[src/rtl/rf_pkg.sv]
// Shared regfile constants, write-mode encoding and mode normalisation.
package rf_pkg;

  localparam int RF_ADDR_WIDTH = 5;
  localparam int RF_DATA_WIDTH = 32;

  typedef enum logic [2:0] {
    WM_NONE = 3'b000,
    WM_WORD = 3'b001,
    WM_LH   = 3'b010,
    WM_LB   = 3'b011,
    WM_LHU  = 3'b110,
    WM_LBU  = 3'b111
  } wmode_e;

  // Unlisted codes (100, 101) collapse to "no write".
  function automatic wmode_e norm_mode(input logic [2:0] m);
    case (m)
      3'b001:  return WM_WORD;
      3'b010:  return WM_LH;
      3'b011:  return WM_LB;
      3'b110:  return WM_LHU;
      3'b111:  return WM_LBU;
      default: return WM_NONE;
    endcase
  endfunction

endpackage

[src/rtl/rf_scoreboard.sv]
// Pending-destination bit per register for in-flight long-unit ops.
// Register 0 is never marked pending. A set and a clear of the same
// index in one cycle leaves the bit set.
module rf_scoreboard
  import rf_pkg::*;
#(
  parameter int ADDR_WIDTH = RF_ADDR_WIDTH
) (
  input  logic                       clk,
  input  logic                       rst_n,
  input  logic                       set_en,
  input  logic [ADDR_WIDTH-1:0]      set_idx,
  input  logic                       clr_en,
  input  logic [ADDR_WIDTH-1:0]      clr_idx,
  input  logic [ADDR_WIDTH-1:0]      rs1_idx,
  input  logic [ADDR_WIDTH-1:0]      rs2_idx,
  input  logic [ADDR_WIDTH-1:0]      rd_idx,
  output logic                       rs1_hit,
  output logic                       rs2_hit,
  output logic                       rd_hit,
  output logic [(1<<ADDR_WIDTH)-1:0] pending
);

  localparam int NUM_REGS = 1 << ADDR_WIDTH;

  logic [NUM_REGS-1:0] pend_q;
  logic [NUM_REGS-1:0] set_mask;
  logic [NUM_REGS-1:0] clr_mask;
  logic [NUM_REGS-1:0] x0_keep;

  assign x0_keep = ~{{(NUM_REGS-1){1'b0}}, 1'b1};

  // Decode set/clear requests into one-hot masks.
  always_comb begin
    set_mask = '0;
    clr_mask = '0;
    if (set_en && (set_idx != '0)) set_mask[set_idx] = 1'b1;
    if (clr_en)                     clr_mask[clr_idx] = 1'b1;
  end

  // Clear first, then OR in the set so a same-index set wins.
  always_ff @(posedge clk or negedge rst_n) begin
    if (!rst_n) pend_q <= '0;
    else        pend_q <= ((pend_q & ~clr_mask) | set_mask) & x0_keep;
  end

  assign rs1_hit = pend_q[rs1_idx];
  assign rs2_hit = pend_q[rs2_idx];
  assign rd_hit  = pend_q[rd_idx];
  assign pending = pend_q;

endmodule

[src/rtl/wb_port_arbiter.sv]
// Regfile write-port arbiter: the writeback stage always wins, a single
// buffered long-unit result drains into idle slots, a scoreboard stalls
// decode on hazards against in-flight long-unit destinations, and a
// result that waits too long requests a pipeline bubble.
module wb_port_arbiter
  import rf_pkg::*;
#(
  parameter int DATA_WIDTH   = RF_DATA_WIDTH,
  parameter int ADDR_WIDTH   = RF_ADDR_WIDTH,
  parameter int STARVE_LIMIT = 8,
  parameter int CNT_WIDTH    = 4
) (
  input  logic                  clk,
  input  logic                  rst_n,
  input  logic                  wb_valid,
  input  logic [ADDR_WIDTH-1:0] wb_rd,
  input  logic [DATA_WIDTH-1:0] wb_data,
  input  logic [2:0]            wb_mode,
  input  logic                  lu_issue_valid,
  input  logic [ADDR_WIDTH-1:0] lu_issue_rd,
  input  logic                  lu_res_valid,
  input  logic [ADDR_WIDTH-1:0] lu_res_rd,
  input  logic [DATA_WIDTH-1:0] lu_res_data,
  input  logic [2:0]            lu_res_mode,
  output logic                  lu_res_ready,
  input  logic [ADDR_WIDTH-1:0] dec_rs1,
  input  logic [ADDR_WIDTH-1:0] dec_rs2,
  input  logic [ADDR_WIDTH-1:0] dec_rd,
  output logic                  dec_stall,
  output logic                  force_bubble,
  output logic [2:0]            rf_we3,
  output logic [DATA_WIDTH-1:0] rf_wd3,
  output logic [ADDR_WIDTH-1:0] rf_a3
);

  localparam logic [CNT_WIDTH-1:0] STARVE_MAX = CNT_WIDTH'(STARVE_LIMIT);

  wmode_e                wb_m;
  logic                  wb_sel;
  logic                  drain;
  logic                  accept;

  logic                  buf_valid;
  logic [ADDR_WIDTH-1:0] buf_rd;
  logic [DATA_WIDTH-1:0] buf_data;
  wmode_e                buf_mode;

  logic [CNT_WIDTH-1:0]  starve_cnt;
  logic [CNT_WIDTH-1:0]  starve_nxt;

  logic                  rs1_hit;
  logic                  rs2_hit;
  logic                  rd_hit;
  logic [(1<<ADDR_WIDTH)-1:0] pending;

  assign wb_m         = norm_mode(wb_mode);
  assign wb_sel       = wb_valid && (wb_m != WM_NONE);
  assign drain        = buf_valid && !wb_sel;
  assign lu_res_ready = !buf_valid || drain;
  assign accept       = lu_res_valid && lu_res_ready;

  // Write-port mux: pipeline first, then buffer drain; rd 0 still takes the slot.
  always_comb begin
    rf_we3 = WM_NONE;
    rf_wd3 = '0;
    rf_a3  = '0;
    if (wb_sel) begin
      rf_a3  = wb_rd;
      rf_wd3 = wb_data;
      rf_we3 = (wb_rd != '0) ? wb_m : WM_NONE;
    end else if (buf_valid) begin
      rf_a3  = buf_rd;
      rf_wd3 = buf_data;
      rf_we3 = (buf_rd != '0) ? buf_mode : WM_NONE;
    end
  end

  // One-entry result buffer; an accept in a drain cycle refills it directly.
  always_ff @(posedge clk or negedge rst_n) begin
    if (!rst_n) begin
      buf_valid <= 1'b0;
      buf_rd    <= '0;
      buf_data  <= '0;
      buf_mode  <= WM_NONE;
    end else if (accept) begin
      buf_valid <= 1'b1;
      buf_rd    <= lu_res_rd;
      buf_data  <= lu_res_data;
      buf_mode  <= norm_mode(lu_res_mode);
    end else if (drain) begin
      buf_valid <= 1'b0;
    end
  end

  // Count blocked cycles of a buffered result, saturating at the limit.
  always_comb begin
    starve_nxt = starve_cnt;
    if (!buf_valid || drain)        starve_nxt = '0;
    else if (starve_cnt != STARVE_MAX) starve_nxt = starve_cnt + CNT_WIDTH'(1);
  end

  // Starvation counter and registered bubble request.
  always_ff @(posedge clk or negedge rst_n) begin
    if (!rst_n) begin
      starve_cnt   <= '0;
      force_bubble <= 1'b0;
    end else begin
      starve_cnt   <= starve_nxt;
      force_bubble <= (starve_nxt == STARVE_MAX);
    end
  end

  rf_scoreboard #(
    .ADDR_WIDTH (ADDR_WIDTH)
  ) u_scoreboard (
    .clk     (clk),
    .rst_n   (rst_n),
    .set_en  (lu_issue_valid),
    .set_idx (lu_issue_rd),
    .clr_en  (drain),
    .clr_idx (buf_rd),
    .rs1_idx (dec_rs1),
    .rs2_idx (dec_rs2),
    .rd_idx  (dec_rd),
    .rs1_hit (rs1_hit),
    .rs2_hit (rs2_hit),
    .rd_hit  (rd_hit),
    .pending (pending)
  );

  assign dec_stall = rs1_hit | rs2_hit | rd_hit;

  // Decode must never issue onto a destination that is still in flight,
  // unless that destination is being drained in the same cycle.
  issue_to_pending_a: assert property (@(posedge clk) disable iff (!rst_n)
    (lu_issue_valid && (lu_issue_rd != '0)) |->
      (!pending[lu_issue_rd] || (drain && (buf_rd == lu_issue_rd))));

endmodule

[config.mk]
export PLATFORM = sky130hd
export DESIGN_NAME = wb_port_arbiter
export DESIGN_NICKNAME = d
export VERILOG_FILES = /design/src/rtl/rf_pkg.sv /design/src/rtl/rf_scoreboard.sv /design/src/rtl/wb_port_arbiter.sv
export SDC_FILE = /design/constraint.sdc
export NUM_CORES = 1
export LEC_CHECK = 0
export BUFFER_PORTS_ARGS = -buffer_cell sky130_fd_sc_hd__buf_4
export CAP_MARGIN = 20
export CORE_MARGIN = 8
export CORE_UTILIZATION = 52
export CTS_CLUSTER_SIZE = 40
export DETAILED_ROUTE_END_ITERATION = 12
export GPL_ROUTABILITY_DRIVEN = 0
export PLACE_DENSITY = 0.82
export SLEW_MARGIN = 0
export SYNTH_ARGS = -nofsm -noshare
export SYNTH_HDL_FRONTEND = slang
export SYNTH_SLANG_ARGS = --single-unit
[constraint.sdc]
create_clock -name clk -period 2.4 [get_ports clk]
set_clock_uncertainty 0.15 [all_clocks]
set_input_delay 0.24 -clock clk [delete_from_list [all_inputs] [get_ports clk]]
set_output_delay 0.24 -clock clk [all_outputs]
set_load 0.01 [all_outputs]
==> metrics.md <==
| Metric | Value |
|---|---|
| Yosys top cell area share | `0.415` |
| Synth-to-Final Area Change | `41.7%` |
| Max cap viols | `0` |
| Io pins | `148` |
| Setup TNS | `-218 ps` |
| Sequential share of the synthesized area | `0.415` |
| CP Launch Point | `u_scoreboard.pending[21]$_DFF_PN0_` |
| Ant diodes | `0` |
| CP arrival | `2230 ps` |
| Max clock buf depth | `2` |
| Layout cells sized above 1 | `0.378` |
| CP Launch Type | `flop` |
| Die Y | `110 µm` |
| Sw power | `1.43 mW` |
| Comb power frac | `0.332` |
| Int Power | `3.01 mW` |
| Total CTS buffers | `9` |
| Ys flop type | `dfrtp_1` |
| First-pass GRT wire length | `26300 µm` |
| Worst Setup EP | `dec_stall` |
| Clock power share | `0.248` |
| Chip width | `110 µm` |
| Slew Viols, Final | `0` |
| Reg power frac | `0.421` |
| Largest net degree at the start of global routing | `40` |
| Top cells by area, synth | `dfrtp_1 42%, mux2_2 9.7%, nand2_1 9.1%` |
| Synth cell count leaders | `113 x nand2_1, 77 x dfrtp_1, 42 x nand3_1` |
| DR vias/cell | `6.05` |
| Final Util | `0.758` |
| CP max-delay cell | `mux4_2` |
| LEAKAGE | `3.08 nW` |
| Reg-to-reg slack, setup | `570 ps` |
| Placed cell area | `0.00590 mm²` |
| Critical Path Fanout Max | `3` |
| Worst-skew pair later-pin latency | `370 ps` |
| Yosys top cell by area | `dfrtp_1` |
| Switch share | `0.323` |
| PwrDens | `676 mW/mm²` |
| Unrepaired setup endpoints after global routing | `true` |
| Via count | `4672` |
| H-tree depth | `3` |
| Worst-path clk slew | `80 ps` |
| Worst r2r dst | `u_scoreboard.pending[6]$_DFF_PN0_` |
| All-Layer GR Usage | `0.262` |
| Required @ worst endpoint | `2010 ps` |
| Syn. warnings | `0` |
| Asr flop ratio synth | `1.00` |
| Status | `complete, but fails checks` |
| CTS tree | `yes` |
| Hold crit path type | `input pin to flop` |
| Fmax | `0.382 GHz` |
| Syn nets | `573` |
| Initial Utilization | `0.535` |
| Cells after synthesis | `466` |
| Kind of critical path | `flop to output port` |
| IO buf count | `147` |
| Synth unique cells | `48` |
| DR WL/cell | `21.0 µm` |
| Final hold vios | `0` |
| Period minus WS final | `2620 ps` |
| Iter 0 DRT Violations | `315` |
| Core area | `0.00868 mm²` |
| Hold WS | `8.18 ps` |
| Number of global-route vias before repair | `5072` |
| HPWL after DPL | `11300 µm` |
| Failing checks | `negative setup slack` |
| Post-place setup slack | `-1.64 ps` |
| Clock sink count | `77` |
| Post-route cell area | `0.00658 mm²` |
| Final period utilization | `1.09` |
| Post-Route WL | `16200 µm` |
| Worst vdd ir | `0.415 mV` |
| CP peak stage delay | `450 ps` |
| Initial antenna violation count | `0` |
| Worst r2r src | `buf_rd[0]$_DFFE_PN0P_` |
| Die area | `0.0122 mm²` |
| Mean area per synthesized cell | `9.96 µm²` |
| # DRC | `0` |
| DRT Pass-1 Iters | `5` |
| Final worst setup slack | `-218 ps` |
| Cell chain of the critical path | `buf_6, mux4_2, o211a_1, a2111oi_4, nand4_1, buf_4` |
| Worst slew pin tran | `645 ps` |
| Worst setup EP type | `output port` |
| # setup viols final | `1` |
| Post-synth EDFFs | `0` |
| Nets@finish | `766` |
| Cell with the most instances after synthesis | `nand2_1` |
| Root Driver | `clkbuf_8` |
| Yosys reg bits | `77` |
| FP Rows | `34` |
| Final ANT Viol Nets | `0` |
| Synth Cell Area | `0.00464 mm²` |
| Worst r2r path cells | `5` |
| Headroom to the max-slew limit | `0.569` |
| Grt total ovfl | `0` |
power by group through the flow:
stage | clock [mW] | combinational, mW | sequential, mW
2_1_floorplan | 0 | 0.843 | 1.75
3_3_place_gp | 0 | 1.29 | 1.84
3_5_place_dp | 0 | 1.33 | 1.88
4_1_cts | 1.10 | 1.44 | 1.85
5_1_grt | 1.18 | 1.58 | 1.90
6_report | 1.10 | 1.47 | 1.87
placed cells by master, fill, tap and decap left out, types with 2 or more instances in the layout:
master,n
and3_4,2
nor2b_1,12
o2bb2ai_1,9
mux4_1,2
or2_2,2
clkinvlp_4,2
a22o_1,7
mux4_2,17
nand3b_1,2
or4_1,2
mux2_2,40
mux2i_1,12
clkbuf_8,9
o21ai_0,20
o211ai_1,2
dlygate4sd3_1,41
and3b_1,2
a32o_1,9
nand3_1,42
inv_1,7
a21o_1,2
buf_4,168
and3_1,2
dfrtp_1,77
ha_1,2
nand2_1,113
nand2b_1,7
nand4b_1,2
nor2_1,6
nand4_1,3
nor3_1,9
o21a_1,3
bufinv_16,2
nor3b_1,6
state kept, by name, indices dropped and copies added, names as in the netlist:
register,cells
u_scoreboard.pending,31
starve_cnt,4
buf_rd,5
buf_mode,3
buf_data,32
force_bubble,1
buf_valid,1
per-layer routing:
metal,global-route usage,routed length [µm]
met5,0,0
met4,0.127,619
met3,0.0817,1650
met2,0.440,8040
met1,0.294,5880
stage by stage:
step	instances	power (mW)
2_1_floorplan	466	2.59
3_3_place_gp	712	3.13
3_5_place_dp	712	3.20
4_1_cts	772	4.39
5_1_grt	772	4.66
6_report	772	4.44
cell families (layout without fill, tap and decap cells):
logic type / Yosys count / count (layout) / synth area share
simple gates: 217 / 217 / 0.221
flops: 77 / 77 / 0.415
compound gates: 61 / 61 / 0.102
buf+inv: 35 / 233 / 0.0316
mux: 72 / 72 / 0.221
fa+ha+maj: 2 / 2 / 0.00539
xor+xnor: 2 / 2 / 0.00378
area by class of cell:
cell class	instances	area, µm²
sequential	77	1930
clock inverter	7	97.6
fill	552	2100
clock buffer	9	124
tap	108	135
timing repair buffer	210	1680
multi-input combinational	354	2580
inverter	7	26.3
critical path, delay by kind of cell (launching register included):
kind	cells	cell delay, ps
simple gates	1	140
buf+inv	2	300
flops	1	410
mux	1	450
compound gates	2	560
timing repair:
action	CTS	global route
hold buffers	41	0
pin swaps	3	0
endpoints found under the hold margin	76	0
resized for setup	6	0
endpoints found under the setup margin	1	1
buffers inserted	3	0
gates cloned	0	0
how the worst min path moves through the flow:
| stage | start | endpoint | cells past startpoint |
|---|---|---|---|
| after global routing | lu_res_mode[2] | buf_mode[2]$_DFFE_PN0P_ | 3 |
| after CTS | lu_res_mode[2] | buf_mode[2]$_DFFE_PN0P_ | 3 |
| after detailed placement | rst_n | buf_data[21]$_DFFE_PN0P_ | 1 |
| final | lu_res_mode[2] | buf_mode[2]$_DFFE_PN0P_ | 3 |
| after global placement | rst_n | buf_data[12]$_DFFE_PN0P_ | 1 |
| after floorplan | rst_n | buf_data[0]$_DFFE_PN0P_ | 0 |
(Power assumes the default switching activity.)
